==> config.mk <==
export PLATFORM = sky130hd
export DESIGN_NAME = fp_addsub_pipe
export DESIGN_NICKNAME = d
export VERILOG_FILES = /design/src/rtl/fp_addsub_pipe.sv
export SDC_FILE = /design/constraint.sdc
export NUM_CORES = 1
export LEC_CHECK = 0
export CAP_MARGIN = 20
export CORE_MARGIN = 5
export CORE_UTILIZATION = 55
export CTS_CLUSTER_SIZE = 30
export DETAILED_ROUTE_END_ITERATION = 8
export PLACE_DENSITY = 0.73
export SLEW_MARGIN = 20
export SYNTH_ARGS = -nofsm -noshare
export SYNTH_HDL_FRONTEND = slang
export SYNTH_SLANG_ARGS = --single-unit
==> constraint.sdc <==
create_clock -name clk -period 26 [get_ports clk]
set_input_delay 5.2 -clock clk [delete_from_list [all_inputs] [get_ports clk]]
set_output_delay 5.2 -clock clk [all_outputs]
set_load 0.03 [all_outputs]
==> src/rtl/fp_addsub_pipe.sv <==
// fp_addsub_pipe: IEEE-754 add/subtract, three register stages
// (align -> add/normalise -> round/pack) with valid/ready flow control.
// The S3 register is the output register, so the pipe holds at most three ops.
module fp_addsub_pipe #(
  parameter int EXP_BITS  = 8,
  parameter int MANT_BITS = 23,
  parameter int W         = EXP_BITS + MANT_BITS + 1
) (
  input  logic         clk,
  input  logic         reset_n,
  input  logic         in_valid,
  output logic         in_ready,
  input  logic         in_sub,
  input  logic [W-1:0] in_a,
  input  logic [W-1:0] in_b,
  output logic         out_valid,
  input  logic         out_ready,
  output logic [W-1:0] data_out,
  output logic [3:0]   flags_out
);

  // Significand with hidden bit plus guard/round/sticky.
  localparam int SW = MANT_BITS + 4;
  // Exponent with one headroom bit for carry and rounding increments.
  localparam int EW = EXP_BITS + 1;

  localparam logic [EXP_BITS-1:0] EXP_MAX   = '1;
  localparam logic [EXP_BITS-1:0] EXP_ONE   = EXP_BITS'(1);
  localparam logic [EXP_BITS-1:0] SHIFT_LIM = EXP_BITS'(MANT_BITS + 3);
  localparam logic [EW-1:0]       EW_ONE    = EW'(1);
  localparam logic [W-1:0]        QNAN      = {1'b0, EXP_MAX, 1'b1, {(MANT_BITS-1){1'b0}}};

  // ---------------------------------------------------------------------------
  // Flow control: each stage loads when the stage after it is empty or moving.
  // ---------------------------------------------------------------------------
  logic s1_valid, s2_valid, s3_valid;
  logic en1, en2, en3;

  assign en3       = !s3_valid || out_ready;
  assign en2       = !s2_valid || en3;
  assign en1       = !s1_valid || en2;
  assign in_ready  = reset_n && en1;
  assign out_valid = s3_valid;

  // ---------------------------------------------------------------------------
  // S1: unpack, classify, order by magnitude, align the smaller operand
  // ---------------------------------------------------------------------------
  logic                 a_sign, b_sign;
  logic [EXP_BITS-1:0]  a_exp, b_exp;
  logic [MANT_BITS-1:0] a_frac, b_frac;
  logic                 a_nan, b_nan, a_snan, b_snan, a_inf, b_inf, a_zero, b_zero;

  assign a_sign = in_a[W-1];
  assign b_sign = in_b[W-1] ^ in_sub;
  assign a_exp  = in_a[W-2:MANT_BITS];
  assign b_exp  = in_b[W-2:MANT_BITS];
  assign a_frac = in_a[MANT_BITS-1:0];
  assign b_frac = in_b[MANT_BITS-1:0];

  assign a_nan  = (a_exp == EXP_MAX) && (a_frac != '0);
  assign b_nan  = (b_exp == EXP_MAX) && (b_frac != '0);
  assign a_snan = a_nan && !a_frac[MANT_BITS-1];
  assign b_snan = b_nan && !b_frac[MANT_BITS-1];
  assign a_inf  = (a_exp == EXP_MAX) && (a_frac == '0);
  assign b_inf  = (b_exp == EXP_MAX) && (b_frac == '0);
  assign a_zero = (a_exp == '0) && (a_frac == '0);
  assign b_zero = (b_exp == '0) && (b_frac == '0);

  logic                 swap;
  logic                 big_sign, small_sign;
  logic [EXP_BITS-1:0]  big_exp, small_exp, big_eexp, small_eexp, exp_diff;
  logic [MANT_BITS-1:0] big_frac, small_frac;
  logic [SW-1:0]        big_man, small_man, small_al, lost;
  logic                 align_sticky;

  // Raw {exp,frac} ordering matches magnitude ordering, subnormals included.
  assign swap       = in_b[W-2:0] > in_a[W-2:0];
  assign big_sign   = swap ? b_sign : a_sign;
  assign small_sign = swap ? a_sign : b_sign;
  assign big_exp    = swap ? b_exp  : a_exp;
  assign small_exp  = swap ? a_exp  : b_exp;
  assign big_frac   = swap ? b_frac : a_frac;
  assign small_frac = swap ? a_frac : b_frac;

  assign big_eexp   = (big_exp == '0)   ? EXP_ONE : big_exp;
  assign small_eexp = (small_exp == '0) ? EXP_ONE : small_exp;
  assign exp_diff   = big_eexp - small_eexp;

  assign big_man   = {(big_exp != '0),   big_frac,   3'b000};
  assign small_man = {(small_exp != '0), small_frac, 3'b000};

  // Right shift of the smaller significand, lost bits folded into sticky.
  always_comb begin
    small_al     = '0;
    lost         = '0;
    align_sticky = 1'b0;
    if (exp_diff >= SHIFT_LIM) begin
      align_sticky = |small_man;
    end else begin
      small_al     = small_man >> exp_diff;
      lost         = small_man & ~({SW{1'b1}} << exp_diff);
      align_sticky = |lost;
    end
    small_al[0] = small_al[0] | align_sticky;
  end

  logic         sp_hit, sp_inv;
  logic [W-1:0] sp_val;

  // Special operands: the packed result is decided here and carried along.
  always_comb begin
    sp_hit = 1'b0;
    sp_inv = 1'b0;
    sp_val = '0;
    if (a_nan || b_nan) begin
      sp_hit = 1'b1;
      sp_val = QNAN;
      sp_inv = a_snan || b_snan;
    end else if (a_inf && b_inf && (a_sign != b_sign)) begin
      sp_hit = 1'b1;
      sp_val = QNAN;
      sp_inv = 1'b1;
    end else if (a_inf) begin
      sp_hit = 1'b1;
      sp_val = {a_sign, EXP_MAX, {MANT_BITS{1'b0}}};
    end else if (b_inf) begin
      sp_hit = 1'b1;
      sp_val = {b_sign, EXP_MAX, {MANT_BITS{1'b0}}};
    end else if (a_zero && b_zero) begin
      sp_hit = 1'b1;
      sp_val = {a_sign & b_sign, {(W-1){1'b0}}};
    end
  end

  logic                s1_sign, s1_sub, s1_sp, s1_sp_inv;
  logic [EXP_BITS-1:0] s1_exp;
  logic [SW-1:0]       s1_big, s1_small;
  logic [W-1:0]        s1_sp_val;

  // S1 register: captures operands only on the accepting edge.
  always_ff @(posedge clk) begin
    if (!reset_n) begin
      s1_valid <= 1'b0;
    end else if (en1) begin
      s1_valid <= in_valid;
      if (in_valid) begin
        s1_sign   <= big_sign;
        s1_sub    <= big_sign ^ small_sign;
        s1_exp    <= big_eexp;
        s1_big    <= big_man;
        s1_small  <= small_al;
        s1_sp     <= sp_hit;
        s1_sp_inv <= sp_inv;
        s1_sp_val <= sp_val;
      end
    end
  end

  // ---------------------------------------------------------------------------
  // S2: effective add/subtract and normalisation
  // ---------------------------------------------------------------------------
  function automatic logic [EW-1:0] lzc(input logic [SW-1:0] v);
    lzc = EW'(SW);
    for (int i = 0; i < SW; i++) begin
      if (v[i]) lzc = EW'(SW - 1 - i);
    end
  endfunction

  logic [SW:0]   sum;
  logic [EW-1:0] exp_w, lz, shamt, n_exp;
  logic [SW-1:0] n_man;
  logic          n_sign;

  assign exp_w = {1'b0, s1_exp};
  assign sum   = s1_sub ? ({1'b0, s1_big} - {1'b0, s1_small})
                        : ({1'b0, s1_big} + {1'b0, s1_small});

  // Carry shifts right; otherwise shift left, never taking the exponent below 1.
  always_comb begin
    n_man  = '0;
    n_exp  = exp_w;
    n_sign = s1_sign;
    lz     = lzc(sum[SW-1:0]);
    shamt  = '0;
    if (sum[SW]) begin
      n_man    = sum[SW:1];
      n_man[0] = sum[1] | sum[0];
      n_exp    = exp_w + EW_ONE;
    end else begin
      shamt = (lz > (exp_w - EW_ONE)) ? (exp_w - EW_ONE) : lz;
      n_man = sum[SW-1:0] << shamt;
      n_exp = exp_w - shamt;
    end
    // Exact cancellation of nonzero operands yields +0.
    if (sum == '0) n_sign = 1'b0;
  end

  logic          s2_sign, s2_sp, s2_sp_inv;
  logic [EW-1:0] s2_exp;
  logic [SW-1:0] s2_man;
  logic [W-1:0]  s2_sp_val;

  // S2 register.
  always_ff @(posedge clk) begin
    if (!reset_n) begin
      s2_valid <= 1'b0;
    end else if (en2) begin
      s2_valid <= s1_valid;
      if (s1_valid) begin
        s2_sign   <= n_sign;
        s2_exp    <= n_exp;
        s2_man    <= n_man;
        s2_sp     <= s1_sp;
        s2_sp_inv <= s1_sp_inv;
        s2_sp_val <= s1_sp_val;
      end
    end
  end

  // ---------------------------------------------------------------------------
  // S3: round to nearest even, detect overflow/underflow, pack
  // ---------------------------------------------------------------------------
  logic [MANT_BITS:0]   sig, fsig;
  logic [MANT_BITS+1:0] rsum;
  logic [EW-1:0]        fexp;
  logic                 g_bit, r_bit, s_bit, rnd_up, inexact, hidden;
  logic [W-1:0]         r_data;
  logic [3:0]           r_flags;

  assign sig     = s2_man[SW-1:3];
  assign g_bit   = s2_man[2];
  assign r_bit   = s2_man[1];
  assign s_bit   = s2_man[0];
  assign inexact = g_bit | r_bit | s_bit;
  assign rnd_up  = g_bit & (r_bit | s_bit | sig[0]);
  assign rsum    = {1'b0, sig} + {{(MANT_BITS+1){1'b0}}, rnd_up};

  // Rounding carry renormalises; a subnormal rounding up into bit MANT_BITS
  // becomes the smallest normal without any extra handling.
  always_comb begin
    fsig    = rsum[MANT_BITS:0];
    fexp    = s2_exp;
    r_data  = '0;
    r_flags = '0;
    if (rsum[MANT_BITS+1]) begin
      fsig = rsum[MANT_BITS+1:1];
      fexp = s2_exp + EW_ONE;
    end
    hidden = fsig[MANT_BITS];
    if (s2_sp) begin
      r_data  = s2_sp_val;
      r_flags = {s2_sp_inv, 3'b000};
    end else if (hidden && (fexp >= {1'b0, EXP_MAX})) begin
      r_data  = {s2_sign, EXP_MAX, {MANT_BITS{1'b0}}};
      r_flags = 4'b0101;
    end else begin
      r_data  = {s2_sign, (hidden ? fexp[EXP_BITS-1:0] : {EXP_BITS{1'b0}}),
                 fsig[MANT_BITS-1:0]};
      r_flags = {1'b0, 1'b0, (!hidden && inexact), inexact};
    end
  end

  // Output register: holds while the consumer stalls.
  always_ff @(posedge clk) begin
    if (!reset_n) begin
      s3_valid  <= 1'b0;
      data_out  <= '0;
      flags_out <= '0;
    end else if (en3) begin
      s3_valid <= s2_valid;
      if (s2_valid) begin
        data_out  <= r_data;
        flags_out <= r_flags;
      end
    end
  end

endmodule

Word-level counts from Yosys, hierarchy flattened:

Index checks and enable logic that the tools add are counted.

* memory bits (read-only): 0
* latch bits: 0
* output and inout port bits: 38
* word-level logic and storage cells: 149
* memories kept: 0
* input bits: 69
* flip-flop bits (word level): 205
* bits in writable memories: 0

* $add $sub $neg: 8
* shifts and indexed selects: 3
* bitwise operators: 12
* reductions and logical operators: 43
* mux-type cells: 54
* div/mod/pow operators: 0
* $lt $le $gt $ge: 4
* $mul: 0
* equality and inequality tests: 3

Operators by type and width (number)
* two-way mux 9 bit: 29
* two-way mux 32 bit: 4
* zero test 23 bit: 2
* two-way mux 23 bit: 2
* nonzero test 23 bit: 2
* two-way mux 8 bit: 5
* zero test 8 bit: 4
* greater-than comparator 31 bit: 1
* two-way mux 31 bit: 1
* adder 27 x 27 -> 28 bit: 1
* zero test 28 bit: 1
* two-way mux 28 bit: 1
* subtractor 27 x 27 -> 28 bit: 1
* bitwise AND 27 bit: 1
* NOT 27 bit: 1
* OR reduction 27 bit: 1
* left shift 27 x 8 -> 27 bit (first input constant): 1
* left shift 27 x 9 -> 27 bit: 1
* >> shifter 27 x 8 -> 27 bit: 1
* two-way mux 26 bit: 1
* adder 24 x 1 -> 25 bit: 1
* two-way mux 24 bit: 1
* OR reduction 24 bit: 1
* equality test 8 bit (second input constant): 2
* 23 further kinds: 61

Logic depth before layout (Yosys ltp):

* word-level depth: 33
* mapped depth: 37

Worst setup path after synthesis:

OpenSTA, ideal clock, no wires.

* kind: input-to-reg
* from: in in_a[21]
* to: reg s1_small[0] (data pin)
* cell stages on the path: 32
* library setup time: 0.264 ns
* required time: 25.736 ns
* data arrival time: 11.668 ns
* setup slack: 14.067 ns
* path through: inv_1 ha_1 nand4_1 nor2_1 and4_1 a221o_1 a211oi_1 a21o_1 a32o_1 clkbuf_1 buf_2 buf_2 buf_1 clkbuf_1 nand2_1 o211ai_1 ha_1 inv_1 fa_1 a21o_1 a21oi_1 nor2b_1 o21a_1 o41ai_1 nor3_1 or2_2 nor2_1 a211oi_1 or4_1 a2111oi_0 o2111a_1 o21ai_0

* word-level cells in the longest chain between the ends: 11
* elaborated cells on any way between the ends: 20

RTL lines
* start: declaration: line 14 `input logic [W-1:0] in_a,`
* greater-than comparator 31 bit: line 77 `assign swap = in_b[W-2:0] > in_a[W-2:0];`
* two-way mux 8 bit (on tied branches): line 80, 81
* zero test 8 bit (on tied branches): line 85, 86
* two-way mux 8 bit (on tied branches): line 85, 86
* subtractor 8 bit: line 87 `assign exp_diff = big_eexp - small_eexp;`
* left shift 27 x 8 -> 27 bit: line 101 `lost = small_man & ~({SW{1'b1}} << exp_diff);`
* NOT 27 bit: line 101
* bitwise AND 27 bit: line 101
* OR reduction 27 bit: line 102 `align_sticky = |lost;`
* two-way mux 1 bit: line 97 `if (exp_diff >= SHIFT_LIM) begin`
* OR 1 bit *: line 104 `small_al[0] = small_al[0] | align_sticky;`
* via small_al[0]: line 73 `logic [SW-1:0] big_man, small_man, small_al, lost;`
* end signal: assignment: line 151 `s1_small <= small_al;`
* end: declaration: line 137 `logic [SW-1:0] s1_big, s1_small;`

Mark *: on every way through the listed nets, which the timed path passes. The rest lies on a longest branch.
A chain may end at the register's enable or synchronous reset.

Worst setup path in the final report:

* from: in in_a[22]
* to: reg s1_small[0] (data pin)

* word-level cells in the longest chain between the ends: 11
* elaborated cells on any way between the ends: 20

RTL lines
* greater-than comparator 31 bit *: line 77
* two-way mux 8 bit *: line 80 `assign big_exp = swap ? b_exp : a_exp;`
* zero test 8 bit: line 85 `assign big_eexp = (big_exp == '0) ? EXP_ONE : big_exp;`
* two-way mux 8 bit *: line 85
* via big_eexp[5]: line 71 `logic [EXP_BITS-1:0] big_exp, small_exp, big_eexp, small_eexp, exp_diff;`
* subtractor 8 bit *: line 87
* left shift 27 x 8 -> 27 bit: line 101
* NOT 27 bit: line 101
* bitwise AND 27 bit: line 101
* OR reduction 27 bit: line 102
* two-way mux 1 bit: line 97
* OR 1 bit *: line 104
* via small_al[0]: line 73

Marks and branches as above.

==> impl_metrics.json <==
{
  "outcome": "finished clean",
  "critical-path-slowest-cell": "clkdlybuf4s50_1",
  "antenna_found_initial": 0,
  "p_clk_share_pct": 22.1,
  "coreArea_um2": 27700,
  "drtPass1Iterations": 6,
  "nets": 2045,
  "async_flop_share_pct": 0,
  "synth_edf_count": 108,
  "drive_gt1_share_pct": 8.94,
  "end_kind": "flip-flop",
  "post_cts_buffers": 0,
  "grt_overflow": 0,
  "ctsHoldBuffers": 0,
  "yosys_warnings": 0,
  "synth_compound_area_share_pct": 25.5,
  "maxCapViolCount": 0,
  "cp.arrival_ns": 12.60,
  "port_buffers": 106,
  "startpoint_type": "primary input",
  "drc_errors": 0,
  "period_needed_ns": 12.44,
  "r2r_slack_ns": 17.25,
  "synth_nets": 1990,
  "synthAdderAreaFrac_pct": 9.03,
  "clock_path_buffers": 2,
  "ys_ff_latch": 147,
  "placed_area_um2": 16700,
  "clockRootBuffer": "clkbuf_16",
  "routed_via_density": 6.68,
  "hold_class": "reg2reg",
  "setup_viol_count_final": 0,
  "grt_pass1_wl_um": 81600,
  "insertedDiodeCount": 0,
  "start_util_pct": 55.4,
  "fin_skew_ns": 0.0177,
  "drt-initial-drc-count": 1625,
  "grt_usage_pct": 33.0,
  "synth_top_family_by_area": "compound AO/OA/AOI/OAI gates",
  "yosysUniqueCellTypes": 105,
  "dp_cells": 2225,
  "die_w_um": 177,
  "grt_max_degree": 67,
  "cts.sinks": 147,
  "irDropWorstVdd_v": 0.0000333,
  "place_congestion": 1.02,
  "muxShareOfSynthArea_pct": 10.1,
  "final_cell_mix": "nand2_1 (153), nor2_1 (139), edfxtp_1 (108)",
  "cellPowerDensity_nw_per_um2": 67.5,
  "crit_type": "in2reg",
  "relSlewSlack_pct": 39.1,
  "cp_max_fo": 26,
  "hold_viol": 0,
  "synth_cells": 1812,
  "power_switching_mw": 0.546,
  "clk_pin_slew_ns": 0.08,
  "drt_wl_total_um": 52900,
  "io_pins": 107,
  "power_frac_comb_pct": 53.1,
  "hpwl_um": 41800,
  "p_leak_nw": 6.60,
  "numCtsBuffers": 17,
  "netlist_area_um2": 15400,
  "cts_max_level": 4,
  "wire_per_inst_um": 23.4,
  "avgSynthCellArea_um2": 8.47,
  "synth.yosys.seq_area_share_pct": 26.2,
  "tightest_slew_ns": 0.910,
  "final_cells": 2258,
  "cp.required_ns": 26.16,
  "final_util_pct": 62.5,
  "die_h_um": 177,
  "max_freq_ghz": 0.0804,
  "period_share_pct": 47.9,
  "slew_viol_final": 0,
  "row_count": 61,
  "rsz0062_at_grt": "false",
  "cts_resized": 0,
  "clkLatencyLatePin_ns": 0.44,
  "p_sw_share_pct": 46.7,
  "finalInstanceArea_um2": 17300,
  "critPathMaxStageDelay_ns": 0.61,
  "synth_xor_area_share_pct": 4.10,
  "tritoncts": "done",
  "p_int_mw": 0.623,
  "final_common_cell": "nand2_1",
  "fin_setup_tns_ns": 0,
  "syn2layout_area_growth_pct": 12.7,
  "ant_nets": 0,
  "synth-simple-area-share_pct": 20.2,
  "synthFlopType": "edfxtp_1",
  "grt_pass1_vias": 14600,
  "dieArea_um2": 31400,
  "seqPwrFrac_pct": 24.7,
  "vias": 15100
}
## path summary, 6_finish.rpt
kind / start / endpoint / cells after the start
setup reg to reg: s1_big[3] / s2_exp[8] / 32
hold reg to reg: s1_sp_val[29] / s2_sp_val[30] / 0
setup / recovery: in_a[22] / s1_small[0] / 30
hold / removal: s1_sp_val[29] / s2_sp_val[30] / 0
## layer usage
layer | wire length [um] | up-vias | global-route usage, %
li1 | - | 7003 | -
met2 | 23800 | 792 | 53.0
met3 | 4620 | 166 | 7.39
met1 | 21900 | 7121 | 42.4
met5 | 0 | - | 0
met4 | 2630 | 0 | 15.0
## synthesized netlist by cell type, types with 5 or more instances
| cell | number | area (um^2) |
|---|---|---|
| o31ai_1 | 8 | 60.1 |
| nand2_1 | 153 | 574 |
| inv_1 | 99 | 372 |
| mux4_2 | 11 | 248 |
| buf_1 | 6 | 22.5 |
| a31oi_1 | 17 | 106 |
| and2_1 | 21 | 131 |
| nor2_1 | 140 | 526 |
| o21ai_1 | 14 | 70.1 |
| nand2b_1 | 17 | 106 |
| nor4_1 | 20 | 125 |
| a22oi_1 | 31 | 233 |
| or2_2 | 11 | 68.8 |
| o211a_1 | 8 | 80.1 |
| o221ai_1 | 19 | 166 |
| nand4b_1 | 5 | 43.8 |
| nand3_1 | 43 | 215 |
| nand4_1 | 31 | 194 |
| a211o_1 | 5 | 43.8 |
| a21oi_1 | 106 | 531 |
| o21ai_0 | 90 | 450 |
| a311oi_1 | 6 | 52.6 |
| mux2i_1 | 82 | 821 |
| and3_1 | 18 | 113 |
| nor2b_1 | 38 | 238 |
| a21boi_0 | 14 | 105 |
| o2111ai_1 | 8 | 70.1 |
| o21a_1 | 24 | 180 |
| edfxtp_1 | 108 | 3240 |
| a32oi_1 | 11 | 96.3 |
| mux2_2 | 43 | 484 |
| xnor2_1 | 41 | 359 |
| buf_2 | 21 | 105 |
| xor2_1 | 29 | 254 |
| clkbuf_1 | 56 | 210 |
| o21bai_1 | 6 | 45.0 |
| ha_1 | 106 | 1330 |
| or3_1 | 9 | 56.3 |
| dfxtp_1 | 39 | 781 |
| a211oi_2 | 5 | 62.6 |
| nor3_1 | 63 | 315 |
| o22ai_1 | 18 | 113 |
| a21o_1 | 26 | 195 |
| o211ai_1 | 33 | 248 |
| a211oi_1 | 34 | 255 |
## power groups by stage
| stage | logic [mW] | clock network, mW | registers [mW] |
|---|---|---|---|
| after floorplan | 0.427 | 0 | 0.289 |
| after global placement | 0.601 | 0 | 0.293 |
| after detailed placement | 0.600 | 0 | 0.294 |
| after CTS | 0.604 | 0.260 | 0.288 |
| after global routing | 0.660 | 0.270 | 0.290 |
| final | 0.621 | 0.259 | 0.289 |
## layout make-up
type / count / area (um^2)
Multi-Input combinational cell: 1477 / 10600
Fill cell: 2447 / 10400
Sequential cell: 147 / 4020
Timing Repair Buffer: 122 / 1190
Tap cell: 378 / 473
Clock buffer: 17 / 425
Inverter: 102 / 383
Clock inverter: 15 / 186
## stage by stage
step	total power, mW	setup WS [ns]	hold slack, ns
after floorplan	0.717	14.07	0.400
after global placement	0.894	13.45	0.401
after detailed placement	0.894	13.26	0.405
after CTS	1.15	13.70	0.424
after global routing	1.22	13.17	0.440
final	1.17	13.56	0.424
## worst max-delay path: cells and delay by family
kind,cells,cell delay (ns)
AO/OA/AOI/OAI,11,2.45
buffers and inverters,3,0.76
multiplexers,1,0.41
adder cells (fa/ha/maj),3,0.82
AND/OR/NAND/NOR,12,2.95
## registers in the layout, summed over array words and instances, names as in the netlist, 3 cells and up
register	cells
data_out	32
s1_small	27
s2_man	27
s1_big	24
s2_exp	9
s1_exp	8
flags_out	4
s1_sp_val	3
s2_sp_val	3
## cell families (layout without fill, tap and decap cells)
family | after synthesis | count (layout)
AOI/OAI and AO/OA | 550 | 550
adders and majority gates | 109 | 109
DFF | 147 | 147
xor gates and xnor gates | 71 | 71
muxes | 136 | 136
and+or+nand+nor | 611 | 611
buffers and inverters | 188 | 256
Note: power is estimated with default switching activity, not from simulation.
